## config.mk

```make
export PLATFORM = sky130hd
export DESIGN_NAME = imm_extend_pipe
export DESIGN_NICKNAME = d
export VERILOG_FILES = /design/src/rtl/imm_extend_pipe.sv
export SDC_FILE = /design/constraint.sdc
export NUM_CORES = 1
export LEC_CHECK = 0
export ABC_AREA = 1
export CAP_MARGIN = 20
export CELL_PAD_IN_SITES_DETAIL_PLACEMENT = 0
export CELL_PAD_IN_SITES_GLOBAL_PLACEMENT = 1
export CORE_MARGIN = 2
export CORE_UTILIZATION = 40
export CTS_CLUSTER_DIAMETER = 120
export CTS_CLUSTER_SIZE = 16
export DETAILED_ROUTE_END_ITERATION = 16
export PLACE_DENSITY = 0.95
export SYNTH_ARGS = -nofsm -noshare
export SYNTH_HDL_FRONTEND = slang
export SYNTH_SLANG_ARGS = --single-unit
```

## constraint.sdc

```tcl
create_clock -name clk -period 3.9 [get_ports clk]
set_input_delay 0.78 -clock clk [delete_from_list [all_inputs] [get_ports clk]]
set_output_delay 0.78 -clock clk [all_outputs]
set_load 0.01 [all_outputs]
```

## src/rtl/imm_extend_pipe.sv

```systemverilog
// imm_extend_pipe: two-stage immediate-extension unit for the ARM decode stage.
// S1 captures the request and pre-decodes mode and rotation; S2 builds the
// extended immediate plus shifter carry and holds it under backpressure.
module imm_extend_pipe #(
   parameter int XLEN     = 32,
   parameter int BR_SHIFT = 2,
   parameter int TAG_W    = 4
) (
   input  logic             clk,
   input  logic             reset,
   input  logic             flush,
   input  logic             in_valid,
   output logic             in_ready,
   input  logic [23:0]      instr,
   input  logic [2:0]       imm_src,
   input  logic             carry_in,
   input  logic [TAG_W-1:0] in_tag,
   output logic             out_valid,
   input  logic             out_ready,
   output logic [XLEN-1:0]  ext_imm,
   output logic             shifter_carry,
   output logic             illegal,
   output logic [TAG_W-1:0] out_tag
);

   typedef enum logic [2:0] {
      MODE_IMM8,
      MODE_IMM12,
      MODE_BRANCH,
      MODE_ROT,
      MODE_SPLIT,
      MODE_ILLEGAL
   } mode_e;

   // Pipeline state
   logic             s1_valid_q, s2_valid_q;
   logic [23:0]      s1_instr_q;
   mode_e            s1_mode_q, mode_d;
   logic [4:0]       s1_rot_q, rot_d;
   logic             s1_carry_q;
   logic [TAG_W-1:0] s1_tag_q;

   logic [XLEN-1:0]  ext_imm_q, ext_imm_d;
   logic             carry_q, carry_d;
   logic             illegal_q, illegal_d;
   logic [TAG_W-1:0] tag_q;

   logic             s1_load, s2_load;
   logic [31:0]      rot_src, rot_val;
   logic [XLEN-1:0]  br_sext;

   // Handshake: S2 accepts when empty or draining; S1 accepts when it empties into S2.
   always_comb begin
      s2_load  = s1_valid_q && (!s2_valid_q || out_ready);
      in_ready = !flush && (!s1_valid_q || s2_load);
      s1_load  = in_valid && in_ready;
   end

   // Pre-decode of the mode select and rotate amount ahead of S1.
   always_comb begin
      // NOTE: every always_comb output gets a default first so no path leaves it unassigned (no latch).
      mode_d = MODE_ILLEGAL;
      case (imm_src)
         3'b000:  mode_d = MODE_IMM8;
         3'b001:  mode_d = MODE_IMM12;
         3'b010:  mode_d = MODE_BRANCH;
         3'b011:  mode_d = MODE_ROT;
         3'b100:  mode_d = MODE_SPLIT;
         default: mode_d = MODE_ILLEGAL;
      endcase
      rot_d = {instr[11:8], 1'b0};
   end

   // Valid bits: flush empties both stages, otherwise track loads and drains.
   always_ff @(posedge clk or posedge reset) begin
      if (reset) begin
         s1_valid_q <= 1'b0;
         s2_valid_q <= 1'b0;
      end else if (flush) begin
         s1_valid_q <= 1'b0;
         s2_valid_q <= 1'b0;
      end else begin
         // NOTE: non-blocking assignments so every register samples pre-edge values.
         s1_valid_q <= s1_load || (s1_valid_q && !s2_load);
         s2_valid_q <= s2_load || (s2_valid_q && !out_ready);
      end
   end

   // S1 datapath: capture the accepted request with its pre-decoded fields.
   always_ff @(posedge clk or posedge reset) begin
      if (reset) begin
         // NOTE: datapath registers are reset too, so outputs read zero straight out of reset.
         s1_instr_q <= '0;
         s1_mode_q  <= MODE_IMM8;
         s1_rot_q   <= '0;
         s1_carry_q <= 1'b0;
         s1_tag_q   <= '0;
      end else if (s1_load) begin
         s1_instr_q <= instr;
         s1_mode_q  <= mode_d;
         s1_rot_q   <= rot_d;
         s1_carry_q <= carry_in;
         s1_tag_q   <= in_tag;
      end
   end

   // S2 result: build the extended immediate and carry from the S1 fields.
   always_comb begin
      rot_src   = {24'd0, s1_instr_q[7:0]};
      // A shift by 32 yields zero, so rot = 0 passes the byte through unchanged.
      rot_val   = (rot_src >> s1_rot_q) | (rot_src << (6'd32 - {1'b0, s1_rot_q}));
      br_sext   = XLEN'($signed(s1_instr_q));
      ext_imm_d = '0;
      carry_d   = s1_carry_q;
      illegal_d = 1'b0;
      case (s1_mode_q)
         MODE_IMM8:   ext_imm_d = XLEN'(s1_instr_q[7:0]);
         MODE_IMM12:  ext_imm_d = XLEN'(s1_instr_q[11:0]);
         MODE_BRANCH: ext_imm_d = br_sext << BR_SHIFT;
         MODE_ROT: begin
            ext_imm_d = XLEN'(rot_val);
            if (s1_rot_q != 5'd0) carry_d = rot_val[31];
         end
         MODE_SPLIT:  ext_imm_d = XLEN'({s1_instr_q[11:8], s1_instr_q[3:0]});
         default:     illegal_d = 1'b1;
      endcase
   end

   // S2 output registers: load on advance, hold while the consumer stalls.
   always_ff @(posedge clk or posedge reset) begin
      if (reset) begin
         ext_imm_q <= '0;
         carry_q   <= 1'b0;
         illegal_q <= 1'b0;
         tag_q     <= '0;
      end else if (s2_load && !flush) begin
         ext_imm_q <= ext_imm_d;
         carry_q   <= carry_d;
         illegal_q <= illegal_d;
         tag_q     <= s1_tag_q;
      end
   end

   assign out_valid     = s2_valid_q;
   assign ext_imm       = ext_imm_q;
   assign shifter_carry = carry_q;
   assign illegal       = illegal_q;
   assign out_tag       = tag_q;

endmodule

```

; ---- Word-level counts from Yosys, hierarchy flattened
; Index checks and enable logic that the tools add are counted.
[totals]
in_bits = 37
reg_bits = 76
out_inout_bits = 40
elab_cells = 49
[classes]
mux = 7
n_eq_ne = 8
bitwise = 1
shift = 2
n_reduce_logical = 19
n_addsub = 1
[ops]
columns = op, n
row1 = $pmux W32 S5, 1
row2 = $or A32 B32 Y32, 1
row3 = $shl A8 B6 Y32, 1
row4 = $shr A8 B5 Y32, 1
row5 = $pmux W3 S5, 1
row6 = $eq A3 B2 Y1 const B, 4
row7 = $eq A3 B1 Y1 const B, 2
row8 = $eq A3 B3 Y1 const B, 2
row9 = $logic_and A1 B1 Y1, 6
row10 = $logic_not A3 Y1, 2
row11 = $sub A6 B5 Y6 const A, 1
row12 = $logic_not A1 Y1, 5
row13 = $mux W1, 5
row14 = $reduce_bool A5 Y1, 1
row15 = $reduce_or A5 Y1, 1
row16 = $logic_or A1 B1 Y1, 4

; ---- Depth between registers and ports, before layout
[logic_depth]
word_depth = 8
depth_mapped = 15
ltp_nobuf = 13

; ---- Least setup slack after synthesis
; OpenSTA, ideal clock, no wires.
[synth_path]
path_type = input -> output
from = input out_ready
to = output in_ready
path_stages = 6
arrival_time_ns = 1.150
required_time_ns = 3.120
path_buffers = 0
setup_slack_ns = 1.970
path_cell_list = inv_1 -> nand2_1 -> nor2_1 -> inv_1 -> nand2_1 -> inv_1
[synth_via]
elab_chain_cells = 4
[synth_lines]
columns = element, line_no
row1 = start: declaration, 19  ; input logic out_ready,
row2 = $logic_or A1 B1 Y1, 54  ; s2_load = s1_valid_q && (!s2_valid_q || out_ready);
row3 = $logic_and A1 B1 Y1, 54
row4 = $logic_or A1 B1 Y1, 55  ; in_ready = !flush && (!s1_valid_q || s2_load);
row5 = $logic_and A1 B1 Y1, 55
row6 = end: declaration, 13  ; output logic in_ready,
; No other way between the ends.

; ---- Final worst setup path
; Same ends and word-level chain as after synthesis.

==> impl_metrics.json <==
{
  "status": "complete, no violations",
  "cts_root_buf": "clkbuf_8",
  "path_class": "in2out",
  "overflow": 0,
  "n_antenna_cell": 0,
  "hold_violations": 0,
  "antenna_found_initial": 0,
  "mostFrequentLayoutCell": "nand2_1",
  "nFillCells": 939,
  "finalSetupViolCount": 0,
  "clockBufferDepth": 2,
  "power_density_nw_per_um2": 435,
  "h-tree-depth": 3,
  "synth.area.top_cells": "dfrtp_1 (46%), nand2_1 (23%), o21ai_0 (4.4%)",
  "synth_area_leader_cell": "dfrtp_1",
  "total_power_uw": 2120,
  "ys_ff_latch": 72,
  "drt-total-wl_um": 11000,
  "cts_resized": 0,
  "synth_top_cell_area_share_pct": 46.4,
  "synth_cell_types": 30,
  "grt_pass1_wl_um": 17800,
  "dieArea_sq_um": 10500,
  "layout_common_cells": "nand2_1 (241), clkdlybuf4s50_1 (76), dfrtp_1 (72)",
  "yosys_warnings": 0,
  "grt_pass1_vias": 3620,
  "rsz0062_at_grt": "false",
  "vias": 3665,
  "port_buffers": 76,
  "critical_path.max_fanout": 3,
  "clkTransAtPathRegs_ns": 0.07,
  "clkLatencyLatePin_ns": 0.35,
  "dp_hpwl_um": 8080,
  "fin_setup_tns_ns": 0,
  "rows": 35,
  "maxSlewViolCount": 0,
  "cp.arrival_ns": 2.18,
  "fin_nets": 641,
  "syn_nets": 572,
  "timing.final.crit_share_pct": 75.9,
  "cts_made_buffers": 9,
  "grt_max_degree": 73,
  "relSlewSlack_pct": 40.1,
  "cts_tree": "yes",
  "ctsHoldBuffers": 0,
  "hold_path_class": "reg2reg",
  "ys_seq_area_share_pct": 46.4,
  "route.detailed.drc": 0,
  "ant_nets": 0,
  "clock-sinks": 72,
  "worstPathRequired_ns": 3.12,
  "ir_worst_vdd_uv": 211,
  "cp-start-kind": "input port",
  "fin_skew_ns": 0.0115,
  "gr-usage-all-layers_pct": 22.3,
  "avgSynthCellArea_sq_um": 7.28,
  "area_delta_synth_final_pct": 25.6,
  "fin_crit_ns": 2.96,
  "worst_pin_slew_ns": 0.899,
  "fmax_ghz": 0.338,
  "die_x_um": 103,
  "r2r_setup_slack_ns": 1.45,
  "end_kind": "output pin",
  "drv_cap": 0,
  "place.gp.congestion": 0.951,
  "power_leakage_uw": 0.00238,
  "die_h_um": 103,
  "coreArea_sq_um": 9330,
  "drtIter0Drc": 196,
  "syn_area_sq_um": 3890,
  "first_pass_iters": 5,
  "start_util_pct": 41.7,
  "post_drt_wl_per_cell_um": 14.9,
  "synth_cells": 534,
  "post_cts_buffers": 0,
  "layout-drive-gt1-share_pct": 7.57,
  "vias_per_cell": 4.97,
  "ios": 77
}
[cell families after synthesis]
family / share of synthesized area [%]
and+or+nand+nor: 33.3
AOI/OAI and AO/OA: 11.8
DFF: 46.4
buffers and inverters: 7.89
muxes: 0.258
adders and majority gates: 0.322
[synth_stat cells (all sizes together)]
| library cell | n |
|---|---|
| a21boi | 3 |
| a21oi | 23 |
| a31oi | 2 |
| buf | 17 |
| clkbuf | 4 |
| clkinv | 1 |
| dfrtp | 72 |
| ha | 1 |
| inv | 40 |
| mux2i | 1 |
| nand2 | 249 |
| nand3 | 27 |
| nand3b | 2 |
| nand4 | 1 |
| nor2 | 29 |
| nor3 | 2 |
| o211ai | 1 |
| o21ai | 53 |
| o22ai | 6 |
[flip-flops by register name, summed over array words and instances (netlist names)]
signal,cells
ext_imm,32
s1_instr_q,24
out_tag,4
s1_tag_q,4
s1_mode_q,3
illegal,1
out_valid,1
s1_carry_q,1
s1_valid_q,1
shifter_carry,1
[report_power, final]
group          switching [uW]  internal, uW  leakage (uW)
Combinational             390           257       0.00136
Clock                     302           250     0.0000891
Sequential               79.7           845      0.000932
[worst paths after layout]
kind / from / cells after the start / to
max: out_ready / 8 / in_ready
min: s1_tag_q[3] / 2 / s1_tag_q[3]
min reg2reg: s1_tag_q[3] / 2 / s1_tag_q[3]
max reg2reg: s1_instr_q[8] / 9 / ext_imm[0]
max in group asynchronous: reset / 3 / s1_instr_q[7]
min in group asynchronous: reset / 3 / out_valid
[per-stage QoR]
stage	worst slack [ns]	std cells	hold WS [ns]	util [%]	cell area, sq um
after floorplan	1.30	534	0.442	-	3890
after global placement	0.971	721	0.455	50.4	4700
after detailed placement	0.935	721	0.460	50.4	4700
after CTS	0.930	737	0.482	52.3	4880
after global routing	0.862	737	0.505	52.3	4880
final	0.941	737	0.479	52.3	4880
[area by class of cell]
class	instances	area, sq um	area share (%)
clock buffers	10	138	2.82
clock inverters	6	42.5	0.872
inverters	41	166	3.41
multi-input cells	400	1790	36.6
flip-flops and latches	72	1800	36.9
well taps	129	161	3.31
repair buffers	79	783	16.0
[critical path, cell delays in order]
cell and delay (ns):
clkdlybuf4s50_1 0.45, inv_1 0.04, nand2_1 0.11, nor2_1 0.05, inv_1 0.06, nand2_1 0.09, inv_1 0.07, clkdlybuf4s50_1 0.52
[per-layer routing]
metal / global-route usage, % / vias to the layer above / wire (um)
li1: - / 1837 / -
met1: 30.7 / 1725 / 5200
met2: 36.4 / 89 / 5160
met3: 4.00 / 14 / 468
met4: 5.85 / 0 / 123
met5: 0 / - / 0
Note: power is estimated with default switching activity, not from simulation.
